## src/rtl/bram_xfer_scheduler_pkg.sv

```systemverilog
// Shared types for the BRAM transfer scheduler: FSM states, descriptor layout and line geometry.
package bram_xfer_scheduler_pkg;

  localparam int LINE_ADDR_W = 12;
  localparam int LINE_BEATS  = 36;

  typedef enum logic [2:0] {
    IDLE,
    CHECK,
    LOAD,
    RUN,
    DONE
  } state_t;

  typedef struct packed {
    logic                   rw;
    logic [LINE_ADDR_W-1:0] start_line;
    logic [LINE_ADDR_W-1:0] end_line;
  } desc_t;

  function automatic logic line_range_bad(input desc_t d);
    return d.end_line < d.start_line;
  endfunction

endpackage

```

## src/rtl/bram_xfer_scheduler_desc_fifo.sv

```systemverilog
// Descriptor queue: synchronous FIFO, read data visible combinationally at the head.
// Push is refused while full; flush empties the queue but keeps a push made in the same cycle.
module bram_desc_fifo
  import bram_xfer_scheduler_pkg::*;
#(
  parameter int DEPTH = 4
) (
  input  logic  clk,
  input  logic  rst,
  input  logic  push,
  input  desc_t wr_desc,
  input  logic  pop,
  input  logic  flush,
  output desc_t rd_desc,
  output logic  full,
  output logic  empty
);

  localparam int PTR_W = $clog2(DEPTH);

  desc_t          mem [DEPTH];
  logic [PTR_W:0] wr_ptr;
  logic [PTR_W:0] rd_ptr;
  logic           do_push;

  // Extra pointer bit distinguishes full from empty when the indices match.
  assign empty   = (wr_ptr == rd_ptr);
  assign full    = (wr_ptr[PTR_W] != rd_ptr[PTR_W]) &&
                   (wr_ptr[PTR_W-1:0] == rd_ptr[PTR_W-1:0]);
  assign rd_desc = mem[rd_ptr[PTR_W-1:0]];
  assign do_push = push && !full;

  always_ff @(posedge clk) begin
    if (do_push) begin
      mem[wr_ptr[PTR_W-1:0]] <= wr_desc;
    end
  end

  always_ff @(posedge clk or posedge rst) begin
    if (rst) begin
      wr_ptr <= '0;
      rd_ptr <= '0;
    end else begin
      if (do_push) begin
        wr_ptr <= wr_ptr + 1'b1;
      end
      if (flush) begin
        rd_ptr <= wr_ptr;
      end else if (pop && !empty) begin
        rd_ptr <= rd_ptr + 1'b1;
      end
    end
  end

endmodule

```

## src/rtl/bram_xfer_scheduler.sv

```systemverilog
// Sequences queued BRAM transfer descriptors into the AXIS-BRAM adapter and reports one completion each.
// Push to reload is 3 cycles; desc_ready drops when the queue is full, completions wait for cmp_ready.
module bram_xfer_scheduler
  import bram_xfer_scheduler_pkg::*;
#(
  parameter int ADDR_W         = LINE_ADDR_W,
  parameter int BEATS_PER_LINE = LINE_BEATS,
  parameter int FIFO_DEPTH     = 4,
  parameter int CNT_W          = 18
) (
  input  logic              aclk,
  input  logic              areset,
  input  logic              desc_valid,
  output logic              desc_ready,
  input  logic              desc_rw,
  input  logic [ADDR_W-1:0] desc_start,
  input  logic [ADDR_W-1:0] desc_end,
  output logic              ctrl_rw,
  output logic              ctrl_reload,
  output logic [ADDR_W-1:0] ctrl_start_addr,
  output logic [ADDR_W-1:0] ctrl_end_addr,
  input  logic              beat,
  input  logic              beat_last,
  input  logic              abort,
  output logic              cmp_valid,
  input  logic              cmp_ready,
  output logic              cmp_rw,
  output logic [CNT_W-1:0]  cmp_beats,
  output logic              cmp_err,
  output logic              busy
);

  localparam logic [CNT_W-1:0] BPL = CNT_W'(BEATS_PER_LINE);

  state_t           state;
  desc_t            in_desc;
  desc_t            head;
  desc_t            cur;
  logic             q_full;
  logic             q_empty;
  logic             q_pop;
  logic [CNT_W-1:0] cnt;
  logic [CNT_W-1:0] cnt_inc;
  logic [CNT_W-1:0] exp_beats;
  logic [CNT_W-1:0] head_beats;

  // ADDR_W is expected to match the descriptor field width in the package.
  assign in_desc    = '{rw: desc_rw, start_line: desc_start, end_line: desc_end};
  assign desc_ready = !q_full;
  assign q_pop      = (state == IDLE) && !q_empty && !abort;
  assign busy       = (state != IDLE) || !q_empty;
  assign cnt_inc    = cnt + 1'b1;
  assign head_beats = (CNT_W'(head.end_line) - CNT_W'(head.start_line) + CNT_W'(1)) * BPL;

  bram_desc_fifo #(
    .DEPTH (FIFO_DEPTH)
  ) u_fifo (
    .clk     (aclk),
    .rst     (areset),
    .push    (desc_valid),
    .wr_desc (in_desc),
    .pop     (q_pop),
    .flush   (abort),
    .rd_desc (head),
    .full    (q_full),
    .empty   (q_empty)
  );

  always_ff @(posedge aclk or posedge areset) begin
    if (areset) begin
      state           <= IDLE;
      cur             <= '0;
      cnt             <= '0;
      exp_beats       <= '0;
      ctrl_rw         <= 1'b1;
      ctrl_reload     <= 1'b0;
      ctrl_start_addr <= '0;
      ctrl_end_addr   <= '0;
      cmp_valid       <= 1'b0;
      cmp_rw          <= 1'b0;
      cmp_beats       <= '0;
      cmp_err         <= 1'b0;
    end else begin
      ctrl_reload <= 1'b0;
      case (state)
        IDLE: begin
          if (q_pop) begin
            cur       <= head;
            exp_beats <= head_beats;
            state     <= CHECK;
          end
        end
        CHECK: begin
          if (abort) begin
            state <= IDLE;
          end else if (line_range_bad(cur)) begin
            cmp_valid <= 1'b1;
            cmp_rw    <= cur.rw;
            cmp_beats <= '0;
            cmp_err   <= 1'b1;
            state     <= DONE;
          end else begin
            ctrl_rw         <= cur.rw;
            ctrl_start_addr <= cur.start_line;
            ctrl_end_addr   <= cur.end_line;
            ctrl_reload     <= 1'b1;
            state           <= LOAD;
          end
        end
        LOAD: begin
          cnt   <= '0;
          state <= abort ? IDLE : RUN;
        end
        RUN: begin
          if (abort) begin
            cmp_valid <= 1'b1;
            cmp_rw    <= cur.rw;
            cmp_beats <= beat ? cnt_inc : cnt;
            cmp_err   <= 1'b1;
            state     <= DONE;
          end else if (beat) begin
            cnt <= cnt_inc;
            // Clean finish only when the final expected beat carries tlast.
            if (cnt_inc == exp_beats || beat_last) begin
              cmp_valid <= 1'b1;
              cmp_rw    <= cur.rw;
              cmp_beats <= cnt_inc;
              cmp_err   <= !((cnt_inc == exp_beats) && beat_last);
              state     <= DONE;
            end
          end
        end
        DONE: begin
          if (cmp_ready) begin
            cmp_valid <= 1'b0;
            state     <= IDLE;
          end
        end
        default: state <= IDLE;
      endcase
    end
  end

endmodule

```

## config.mk

```make
export PLATFORM = sky130hd
export DESIGN_NAME = bram_xfer_scheduler
export DESIGN_NICKNAME = d
export VERILOG_FILES = /design/src/rtl/bram_xfer_scheduler_pkg.sv /design/src/rtl/bram_xfer_scheduler_desc_fifo.sv /design/src/rtl/bram_xfer_scheduler.sv
export SDC_FILE = /design/constraint.sdc
export NUM_CORES = 1
export LEC_CHECK = 0
export BUFFER_PORTS_ARGS = -buffer_cell sky130_fd_sc_hd__buf_2
export CAP_MARGIN = 0
export CELL_PAD_IN_SITES_DETAIL_PLACEMENT = 0
export CELL_PAD_IN_SITES_GLOBAL_PLACEMENT = 1
export CORE_ASPECT_RATIO = 1.2
export CORE_UTILIZATION = 49
export DETAILED_ROUTE_END_ITERATION = 8
export GPL_TIMING_DRIVEN = 0
export PLACE_DENSITY_LB_ADDON = 0.08
export SLEW_MARGIN = 20
export SYNTH_ARGS = -nofsm -noshare
export SYNTH_HDL_FRONTEND = slang
export SYNTH_SLANG_ARGS = --single-unit
```

## constraint.sdc

```tcl
create_clock -name aclk -period 6.9 [get_ports aclk]
set_clock_uncertainty 0.05 [all_clocks]
set_input_delay 1.035 -clock aclk [delete_from_list [all_inputs] [get_ports aclk]]
set_output_delay 1.035 -clock aclk [all_outputs]
set_load 0.01 [all_outputs]
```

==> flow_summary.yaml <==
critical_path:
  largest_fanout_on_the_critical_path: 10
  worst_setup_path_start_kind: "flop"
  max_stage_delay_ps: 620
  worst-endpoint-arrival_ps: 6870
  cpMaxStageDelayCell: "sky130_fd_sc_hd__mux4_2"
  cp-end-kind: "flop"
  worst-setup-path-type: "reg2reg"
  critical_path.cell_chain: "clkbuf_2 > buf_2 > mux4_2 > ha_1 > fa_1 > nor2b_1 > o22ai_1 > xnor2_1 > nand3b_1 > nor4_4 > mux2_2 > a211oi_1 > xnor2_1 > ha_1 > ha_1 > nor2_1 > nor2_1 > nand2_1 > o2111ai_1 > o211ai_1 > xor2_1 > a211o_1 > nand3_1"
  critical_path.n_buffers_inverters: 2
  required_ps: 7290
  cp_top_family: "adder cells"
  timing.critical_path.mode_cell: "sky130_fd_sc_hd__ha_1"
drt:
  drt-total-wl_um: 25600
  dr_total_vias: 7514
  viasPerCell: 5.53
  detailedRoute.firstPassIterationCount: 4
  post-route-drc-count: 0
  ant_nets: 0
  wl_per_cell_um: 18.9
  dr.first_iter.drc_count: 313
yosys:
  synthDistinctLibCells: 69
  post_synth.cell_area_avg_sq_um: 11.7
  synth_edf_count: 100
  ys.flop_type: "sky130_fd_sc_hd__dfrtp_1"
  ys_seq_elements: 215
  mappedNetlistArea_sq_um: 11100
  syn-num-nets: 1041
  synthArstFlopShare_pct: 53.5
  seq_area_frac_synth_pct: 52.8
  ys.warnings.count: 0
  cell_count_after_synthesis: 956
clock_tree:
  clk_transition_reported_paths_ps: 60
  clock_latency_ps: 520
  cts_inserted_buffers: 24
  cts_sinks: 215
  clock_tree_from_tritoncts: "yes"
  clock-root-buffer: "sky130_fd_sc_hd__clkbuf_16"
  postCtsHoldBufs: 0
  htree_levels: 1
  clockBufferDepth: 3
  cts_setup_buffers: 0
flow_run:
  max_cap_viol_count: 0
global_routing:
  grt_first_pass_wirelength_um: 41100
  grt_max_degree: 68
  first_global_vias: 7663
  track_usage_pct: 22.7
  gr-total-overflow: 0
  number_of_antenna_violations_at_the_first_check_in_global_routing: 0
floorplanning:
  placementRows: 60
  ios: 81
  floorplan.core_area_sq_um: 22400
  initial_utilization_pct: 49.8
  dieWidth_um: 140
  die_area_sq_um: 23300
  die_h_um: 167
timing:
  unrepaired_setup_endpoints_after_global_routing: "false"
  total_count_of_hold_check_failures_in_the_final_report: 0
  fmax_mhz: 154
  max_slew_margin_pct: 31.1
  final_min_period_over_clock_period_pct: 93.8
  final-max-slew-violation-count: 0
  timing.final.setup_violations: 0
  fin_crit_ps: 6480
  worst_slew_pin_slew_ps: 1020
place:
  io_buffer_count: 79
  dp_hpwl_um: 19200
  gp_routability_congestion: 0.868
  placedInstanceArea_sq_um: 11900
status:
  outcome: "completed"
cells_and_area:
  diodes: 0
  final_layout_size_suffix_gt1_share_pct: 20.4
  stdcell_area_sq_um: 12800
  flow.area_growth_from_synthesis_pct: 14.7
  layout.cells.most_common: "sky130_fd_sc_hd__nand2_1"
  final.fill_count: 1946
  layout.nets: 1147
  layout_common_cells: "134 x sky130_fd_sc_hd__nand2_1, 114 x sky130_fd_sc_hd__dfrtp_1, 100 x sky130_fd_sc_hd__edfxtp_1"
hold_path:
  hp-class: "reg2reg"
-- state kept, by name (all words and copies together) (netlist names), 3 cells and up --
signal,count
u_fifo.mem,100
cur,25
cmp_beats,18
cnt,18
exp_beats,16
ctrl_end_addr,12
ctrl_start_addr,12
state,3
u_fifo.rd_ptr,3
u_fifo.wr_ptr,3
-- synth_stat cells (7+ instances only) --
cell,number,area (sq um)
sky130_fd_sc_hd__nand2_1,134,503
sky130_fd_sc_hd__dfrtp_1,114,2850
sky130_fd_sc_hd__edfxtp_1,100,3000
sky130_fd_sc_hd__o21ai_0,62,310
sky130_fd_sc_hd__ha_1,51,638
sky130_fd_sc_hd__inv_1,46,173
sky130_fd_sc_hd__nor2_1,42,158
sky130_fd_sc_hd__xnor2_1,42,368
sky130_fd_sc_hd__clkbuf_1,31,116
sky130_fd_sc_hd__mux2_2,30,338
sky130_fd_sc_hd__a21oi_1,26,130
sky130_fd_sc_hd__mux4_2,25,563
sky130_fd_sc_hd__xor2_1,23,201
sky130_fd_sc_hd__o31ai_1,17,128
sky130_fd_sc_hd__nor3_1,15,75.1
sky130_fd_sc_hd__mux2_4,14,210
sky130_fd_sc_hd__nand3_1,14,70.1
sky130_fd_sc_hd__nand2b_1,12,75.1
sky130_fd_sc_hd__a21o_1,11,82.6
sky130_fd_sc_hd__a211oi_1,10,75.1
sky130_fd_sc_hd__or3_1,8,50.1
sky130_fd_sc_hd__a31oi_1,7,43.8
sky130_fd_sc_hd__and3_1,7,43.8
sky130_fd_sc_hd__buf_2,7,35.0
sky130_fd_sc_hd__nor4_1,7,43.8
sky130_fd_sc_hd__or4_1,7,52.6
-- stage by stage --
stage	setup TNS, ps	cells	hold slack [ps]	setup WS (ps)	util (%)
after CTS	0	1359	432	144	57.1
after detailed placement	-1770	1315	413	-530	53.3
final	0	1359	433	424	57.1
after global routing	0	1359	459	0.673	57.1
after global placement	-1900	1314	414	-575	53.1
after floorplan	0	956	407	639	-
-- layer usage --
layer | track usage (%) | wire length, um | up-vias
met2 | 42.8 | 13900 | 139
met5 | 0 | 0 | -
met4 | 8.79 | 945 | 0
met3 | 2.40 | 632 | 55
met1 | 26.3 | 10200 | 3639
li1 | - | - | 3681
-- cell families after synthesis --
kind of cell / count (synthesis) / share of synthesized area [%]
adders and majority gates: 53 / 6.09
xor gates and xnor gates: 65 / 5.11
muxes: 70 / 10.1
buffers and inverters: 94 / 3.49
DFF: 215 / 52.8
AOI/OAI and AO/OA: 171 / 9.84
and+or+nand+nor: 288 / 12.6
-- what timing repair did --
item                       in CTS  in global routing
pin swaps                       0                  0
resized for setup               6                  5
setup endpoints to repair       6                  3
-- path summary, 6_finish.rpt --
kind,startpoint,to,slack (ps),cells after the start
worst max-delay path,u_fifo.rd_ptr[0],exp_beats[17],420,23
worst min-delay path,cmp_valid,cmp_valid,430,2
worst max register to register,u_fifo.rd_ptr[0],exp_beats[17],420,23
worst min register to register,cmp_valid,cmp_valid,430,2
max in group asynchronous,areset,cur[7],5610,3
min in group asynchronous,areset,cnt[14],490,2
-- final cells by class --
class	count	area (sq um)	share of cell area, %
clock buffers	28	616	4.82
well taps	279	349	2.73
repair buffers	80	423	3.31
flip-flops and latches	215	5880	46.1
inverters	47	181	1.42
plain buffers	47	224	1.75
multi-input cells	647	4900	38.4
clock inverters	16	196	1.54
-- tightest hold or removal path: stages, from the launching register on --
cell,delay (ps)
sky130_fd_sc_hd__dfrtp_1,350
sky130_fd_sc_hd__nand2_1,50
sky130_fd_sc_hd__nand2_1,50
Power is not shown: default switching activity piles up to over one toggle a cycle in this logic, so the estimate is an artifact.
